[src/rtl/dispatch_router.sv]
// Dispatch router: one holding register steers renamed instructions to ALU/LSU/BR/OTHER
// destinations, gated by per-station credit counters, with a saturating stall counter.
module dispatch_router #(
    parameter int unsigned DATA_W   = 128,
    parameter int unsigned ALU_CRED = 8,
    parameter int unsigned LSU_CRED = 8,
    parameter int unsigned BR_CRED  = 4
) (
    input  logic              clk,
    input  logic              rst_n,
    input  logic              flush,
    input  logic              in_valid,
    output logic              in_ready,
    input  logic [1:0]        in_fu,
    input  logic [DATA_W-1:0] in_data,
    output logic              alu_valid,
    output logic              lsu_valid,
    output logic              br_valid,
    output logic              other_valid,
    output logic [DATA_W-1:0] out_data,
    input  logic              alu_cred_ret,
    input  logic              lsu_cred_ret,
    input  logic              br_cred_ret,
    output logic [15:0]       stall_cnt
);

    localparam int unsigned ALU_W = $clog2(ALU_CRED + 1);
    localparam int unsigned LSU_W = $clog2(LSU_CRED + 1);
    localparam int unsigned BR_W  = $clog2(BR_CRED + 1);

    localparam logic [ALU_W-1:0] ALU_MAX = ALU_W'(ALU_CRED);
    localparam logic [LSU_W-1:0] LSU_MAX = LSU_W'(LSU_CRED);
    localparam logic [BR_W-1:0]  BR_MAX  = BR_W'(BR_CRED);
    localparam logic [ALU_W-1:0] ALU_ONE = ALU_W'(1);
    localparam logic [LSU_W-1:0] LSU_ONE = LSU_W'(1);
    localparam logic [BR_W-1:0]  BR_ONE  = BR_W'(1);

    logic              r_hold_v;
    logic [1:0]        r_hold_fu;
    logic [DATA_W-1:0] r_hold_data;
    logic [ALU_W-1:0]  r_alu_c;
    logic [LSU_W-1:0]  r_lsu_c;
    logic [BR_W-1:0]   r_br_c;
    logic [15:0]       r_stall_cnt;

    logic              w_issue;
    logic              w_load;
    logic              w_hold_v_d;
    logic [ALU_W-1:0]  w_alu_c_d;
    logic [LSU_W-1:0]  w_lsu_c_d;
    logic [BR_W-1:0]   w_br_c_d;
    logic [15:0]       w_stall_d;

    // All strobes are masked by flush so nothing issues in the flush cycle.
    assign alu_valid   = r_hold_v & ~flush & (r_hold_fu == 2'd0) & (r_alu_c != '0);
    assign lsu_valid   = r_hold_v & ~flush & (r_hold_fu == 2'd1) & (r_lsu_c != '0);
    assign br_valid    = r_hold_v & ~flush & (r_hold_fu == 2'd2) & (r_br_c != '0);
    assign other_valid = r_hold_v & ~flush & (r_hold_fu == 2'd3);

    assign w_issue   = alu_valid | lsu_valid | br_valid | other_valid;
    // rst_n gates in_ready so it reads low while reset is held, independent of the clock.
    assign in_ready  = rst_n & ~flush & (~r_hold_v | w_issue);
    assign w_load    = in_valid & in_ready;
    assign out_data  = r_hold_data;
    assign stall_cnt = r_stall_cnt;

    always_comb begin
        w_hold_v_d = r_hold_v;
        if (flush) begin
            w_hold_v_d = 1'b0;
        end else if (w_load) begin
            w_hold_v_d = 1'b1;
        end else if (w_issue) begin
            w_hold_v_d = 1'b0;
        end
    end

    // Issue and return in the same cycle cancel; returns beyond max are dropped.
    always_comb begin
        w_alu_c_d = r_alu_c;
        if (flush) begin
            w_alu_c_d = ALU_MAX;
        end else if (alu_valid && !alu_cred_ret) begin
            w_alu_c_d = r_alu_c - ALU_ONE;
        end else if (!alu_valid && alu_cred_ret && (r_alu_c != ALU_MAX)) begin
            w_alu_c_d = r_alu_c + ALU_ONE;
        end
    end

    always_comb begin
        w_lsu_c_d = r_lsu_c;
        if (flush) begin
            w_lsu_c_d = LSU_MAX;
        end else if (lsu_valid && !lsu_cred_ret) begin
            w_lsu_c_d = r_lsu_c - LSU_ONE;
        end else if (!lsu_valid && lsu_cred_ret && (r_lsu_c != LSU_MAX)) begin
            w_lsu_c_d = r_lsu_c + LSU_ONE;
        end
    end

    always_comb begin
        w_br_c_d = r_br_c;
        if (flush) begin
            w_br_c_d = BR_MAX;
        end else if (br_valid && !br_cred_ret) begin
            w_br_c_d = r_br_c - BR_ONE;
        end else if (!br_valid && br_cred_ret && (r_br_c != BR_MAX)) begin
            w_br_c_d = r_br_c + BR_ONE;
        end
    end

    always_comb begin
        w_stall_d = r_stall_cnt;
        if (r_hold_v && !w_issue && !flush && (r_stall_cnt != 16'hFFFF)) begin
            w_stall_d = r_stall_cnt + 16'd1;
        end
    end

    always_ff @(posedge clk or negedge rst_n) begin
        if (!rst_n) begin
            r_hold_v    <= 1'b0;
            r_hold_fu   <= 2'd0;
            r_alu_c     <= ALU_MAX;
            r_lsu_c     <= LSU_MAX;
            r_br_c      <= BR_MAX;
            r_stall_cnt <= 16'd0;
        end else begin
            r_hold_v    <= w_hold_v_d;
            r_alu_c     <= w_alu_c_d;
            r_lsu_c     <= w_lsu_c_d;
            r_br_c      <= w_br_c_d;
            r_stall_cnt <= w_stall_d;
            if (w_load) begin
                r_hold_fu <= in_fu;
            end
        end
    end

    // Payload needs no reset; it is only observed while r_hold_v is set.
    always_ff @(posedge clk) begin
        if (w_load) begin
            r_hold_data <= in_data;
        end
    end

    always_ff @(posedge clk) begin
        if (rst_n && !flush) begin
            assert (!(alu_cred_ret && !alu_valid && (r_alu_c == ALU_MAX)))
                else $error("alu credit return beyond maximum");
            assert (!(lsu_cred_ret && !lsu_valid && (r_lsu_c == LSU_MAX)))
                else $error("lsu credit return beyond maximum");
            assert (!(br_cred_ret && !br_valid && (r_br_c == BR_MAX)))
                else $error("br credit return beyond maximum");
        end
    end

endmodule

[config.mk]
export PLATFORM = sky130hd
export DESIGN_NAME = dispatch_router
export DESIGN_NICKNAME = d
export VERILOG_FILES = /design/src/rtl/dispatch_router.sv
export SDC_FILE = /design/constraint.sdc
export NUM_CORES = 1
export LEC_CHECK = 0
export CORE_ASPECT_RATIO = 1.25
export CORE_MARGIN = 3
export CORE_UTILIZATION = 40
export DETAILED_ROUTE_END_ITERATION = 10
export PLACE_DENSITY_LB_ADDON = 0.15
export SLEW_MARGIN = 30
export SYNTH_ARGS = -nofsm -noshare
export SYNTH_HDL_FRONTEND = slang
export SYNTH_SLANG_ARGS = --single-unit
[constraint.sdc]
create_clock -name clk -period 5.99 [get_ports clk]
set_input_delay 1.198 -clock clk [delete_from_list [all_inputs] [get_ports clk]]
set_output_delay 1.198 -clock clk [all_outputs]
set_load 0.1 [all_outputs]
* Word-level counts from Yosys, hierarchy flattened
Cells that the tools add are included.
Operators by class: add/subtract/negate cells 7, eq/ne operators 7, multiplexer cells 12, bitwise gates (word level) 17, reductions and logical operators 28
Operators with widths (number):
- $mux 4 | 6
- $add 16x1->16 const B | 1
- $ne 16x16->1 const B | 1
- $reduce_bool 3->1 | 5
- $logic_and 1x1->1 | 12
- $and 1x1->1 | 11
- $mux 3 | 3
- $add 4x1->4 const B | 2
- $logic_not 1->1 | 8
- $ne 4x4->1 const B | 2
- $reduce_bool 4->1 | 2
- $sub 4x1->4 const B | 2
- $eq 2x2->1 const B | 2
- $or 1x1->1 | 4
- $add 3x1->3 const B | 1
- $mux 1 | 3
- $ne 3x3->1 const B | 1
- $sub 3x1->3 const B | 1
- $eq 2x1->1 const B | 1
- $logic_not 2->1 | 1
- $not 1->1 | 2
Word-level totals: flip-flop bits (word level) 158, input bits 137

* Depth between registers and ports, before layout
depth in word-level cells 12, gate-level depth with buffers 9

* Worst setup path before layout
Ideal clock, no wire load.
kind input -> register, start input port flush, end register r_hold_fu[0], setup time 0.079 ns, data arrival time 4.934 ns, required time 5.911 ns, slack 0.977 ns, cell stages on the path 3, buffers on the path 1, cells stage by stage buf_6 > nor3_4 > mux2_2
Between the ends: word-level cells in the longest chain between the ends 10, elaborated cells on any way between the ends 16
RTL lines:
- start: declaration | RTL line 11 | input logic flush,
- $not 1->1 (*)
- $and 1x1->1
- $and 1x1->1, on equally long branches (2 in series) | RTL line 55, 56
- $or 1x1->1 (3 in series) | RTL line 60 | assign w_issue = alu_valid | lsu_valid | br_valid | other_valid;
- $or 1x1->1 | RTL line 62 | assign in_ready = rst_n & ~flush & (~r_hold_v | w_issue);
- $and 1x1->1 (*) | RTL line 62
- $and 1x1->1 (*) | RTL line 63 | assign w_load = in_valid & in_ready;
- named net w_load | RTL line 47 | logic w_load;
- end signal: assignment | RTL line 134 | r_hold_fu <= in_fu;
- end: declaration | RTL line 39 | logic [1:0] r_hold_fu;
Mark *: on every way through the listed nets, which the timed path passes. The rest lies on a longest branch. A chain may end at the register's enable or synchronous reset.

* Worst setup path in the final report
start input port flush, end output port alu_valid
Between the ends: word-level cells in the longest chain between the ends 4
RTL lines:
- $not 1->1 | RTL line 55 | assign alu_valid = r_hold_v & ~flush & (r_hold_fu == 2'd0) & (r_alu_c != '0);
- $and 1x1->1 (3 in series) | RTL line 55
- end: declaration | RTL line 16 | output logic alu_valid,
Every way passes these cells.

==> results.tsv <==
stage	metric	value	unit
cts	cts_tree	built	
synthesis	synthTopCellsByArea	edfxtp_1 66%, dfrtp_1 12%, xnor2_1 2.1%	
setup_path	arrival	3.16	ns
synthesis	syn-cell-area	0.00583	mm²
sta	setup_viol	0	
sta	timing.final.crit_share	72.7	%
setup_path	reg2reg_depth	8	
sta	period_needed	4.36	ns
cts	clock_path_buffers	2	
place	place_congestion	0.798	
synthesis	syn_avg_cell_area	18.0	µm²
power_and_ir_drop	p_int	1.95	mW
global_routing	overflow	0	
setup_path	path_class	primary input to output port	
power_and_ir_drop	ir_drop	223	µV
floorplanning	die_h	141	µm
power_and_ir_drop	powerDensity	285	mW/mm²
routing	drc	0	
cts	clk_root_buffer_cell	clkbuf_16	
setup_path	worstSetupEndpointType	output port	
routing	drt-pass1-iter-count	4	
cts	clk_latency	0.42	ns
power_and_ir_drop	power_switching	0.714	mW
global_routing	grt_first_pass_wirelength	25000	µm
finish	final_nets	765	
routing	via_count	4050	
global_routing	grt_pass1_vias	4135	
worst_hold_path	hp-start	stall_cnt[6]	
setup_path	r2r_start	r_hold_fu[0]	
floorplanning	io_pins	286	
floorplanning	dieArea	0.0161	mm²
cts	cts.sinks	158	
synthesis	ys_seq_area_share	78.9	%
setup_path	crit_path_start	flush	
floorplanning	core-area	0.0141	mm²
finish	drive_above_1_share	9.79	%
floorplanning	std_cell_rows	48	
synthesis	synth_nets	466	
synthesis	ys_warn_count	0	
synthesis	synth_seq_cells	158	
setup_path	crit_path_max_fanout	21	
place	numPortBuffers	285	
synthesis	synth_edf_count	128	
global_routing	antenna_found_initial	2	
setup_path	worstSetupEndpoint	alu_valid	
worst_hold_path	min_path_type	flip-flop to flip-flop	
synthesis	yosysTopAreaCell	edfxtp_1	
power_and_ir_drop	switching_share	26.8	%
synthesis	synth_top_area_share	65.9	%
power_and_ir_drop	p_clk_share	36.4	%
setup_path	r2r_setup_slack	3.44	ns
routing	routed_wl	16900	µm
finish	syn_to_final_growth	60.5	%
place	place_hpwl	13100	µm
setup_path	reg2reg_to	r_br_c[1]	
sta	clock-skew-final	0.00591	ns
setup_path	critPathLaunchType	primary input	
synthesis	synth-main-ff-cell	edfxtp_1	
power_and_ir_drop	comb_power_share	15.7	%
setup_path	critPathRequiredTime	4.79	ns
sta	fin_setup_tns	0	ns
setup_path	crit_slowest_cell	clkdlybuf4s50_1	
run	drv_cap	0	
routing	drt_iter0_markers	358	
outcome	status	completed	
power_and_ir_drop	p_leak	3.42	nW
sta	slew_viol_final	0	
sta	max_freq	229	MHz
synthesis	ys_async_sr_fraction	19.0	%
sta	rsz0062_at_grt	false	
power_and_ir_drop	finalPower	2.66	mW
cts	htreeDepth	4	
cts	cts_made_buffers	17	
sta	finalHoldViolations	0	
synthesis	syn_inst	323	
setup_path	cp_cell_sequence	clkdlybuf4s50_1 > nor4b_4 > nor2b_1 > buf_4	
cts	cts_resized	0	
sta	tightest_slew	1.05	ns
routing	routedWlPerCell	20.9	µm
global_routing	grt_usage	20.9	%
cts	cts_setup_buffers	0	
place	dp_slack	1.61	ns
power_and_ir_drop	seqPwrFrac	47.9	%
routing	vias_per_cell	5.01	
sta	worst_hold_slack	0.503	ns
synthesis	yosys.cell_types.count	54	
cts	cts_hold_buf	0	
sta	slew_headroom	29.7	%
global_routing	grt_max_degree	101	
sta	setup_slack	1.63	ns
floorplanning	initial_utilization	41.5	%
routing	ant_nets	0	
setup_path	critPathMaxStageDelay	0.85	ns
cts	clk_pin_slew	0.06	ns
floorplanning	dieWidth	114	µm
## worst min-delay path by stage
stage / endpoint / cells after the start
2_1_floorplan: r_alu_c[3] / 2
3_3_place_gp: stall_cnt[6] / 1
3_5_place_dp: stall_cnt[6] / 1
4_1_cts: stall_cnt[6] / 1
5_1_grt: stall_cnt[10] / 1
6_report: stall_cnt[6] / 1
## final cells by class
cell class              count  area [µm²]
diodes                      1        2.50
multi-input cells         151        1140
clock buffers              18         429
fillers                  1028        4700
well taps                 175         219
inverters                   6        22.5
repair buffers            288        2850
flip-flops and latches    158        4600
clock inverters            12        97.6
## metrics by stage
step | instances | utilization, % | instance area [µm²]
after floorplan | 323 | - | 5830
after global placement | 778 | 63.0 | 8860
after detailed placement | 778 | 62.8 | 8830
after CTS | 808 | 66.6 | 9350
after global routing | 809 | 66.6 | 9360
final | 809 | 66.6 | 9360
## registers in the layout (all words and copies together), names as in the netlist
| register | count |
|---|---|
| r_alu_c | 4 |
| r_lsu_c | 4 |
| r_br_c | 3 |
| out_data | 128 |
| stall_cnt | 16 |
| r_hold_fu | 2 |
| r_hold_v | 1 |
## worst max-delay path, delay by kind of cell
family	cells	cell delay, ns
buffers and inverters	2	1.16
and+or+nand+nor	2	0.79
## cell families after synthesis
group | Yosys count | share of synthesized area (%)
flip-flops | 158 | 78.9
AND/OR/NAND/NOR | 85 | 9.34
AO/OA/AOI/OAI | 32 | 4.31
XOR/XNOR | 19 | 2.85
buffers and inverters | 14 | 1.55
multiplexers | 9 | 1.65
adder cells (fa/ha/maj) | 6 | 1.42
## cell usage in the layout (no fill, tap or decap), types with 6 or more instances in the layout
cell type,instances
and3_1,8
buf_2,6
buf_4,7
clkbuf_16,17
clkdlybuf4s50_1,274
clkinv_2,6
dfrtp_1,27
edfxtp_1,128
inv_1,6
nand2_1,8
nand3_1,10
nand4_1,9
nor2_1,19
nor3_1,7
o21ai_0,7
xnor2_1,14
## Yosys cell counts (all sizes together), types with 2 or more instances
master    n
dfstp     3
nor4      2
a211oi    2
a21o      2
o31ai     2
or3       2
nand3    10
inv       6
a21oi     2
nand2b    2
nor2b     6
and4bb    2
clkbuf    2
ha        5
o21ai     7
dfrtp    27
buf       6
nor3b     3
edfxtp  128
and3      8
a31oi     6
a21boi    2
nor2     19
mux2i     4
nand2     9
mux2      5
xnor2    14
nand4     9
nor3      8
o21bai    2
xor2      5
## power by group through the flow
stage / Sequential [mW] / Clock (mW) / Combinational (mW)
floorplan: 1.46 / 0 / 0.101
global placement: 1.29 / 0 / 0.411
detailed placement: 1.30 / 0 / 0.419
CTS: 1.27 / 0.993 / 0.421
global route: 1.28 / 1.04 / 0.438
finish: 1.27 / 0.970 / 0.418
## routing by layer
metal	up-vias	share of wire (%)	global-route usage [%]	wire [µm]
li1	1837	-	-	-
met1	1976	34	22.2	5750
met2	199	54	37.3	9090
met3	36	9.1	7.34	1540
met4	2	3.0	8.76	504
met5	-	0.12	0	20
(Power assumes the default switching activity.)
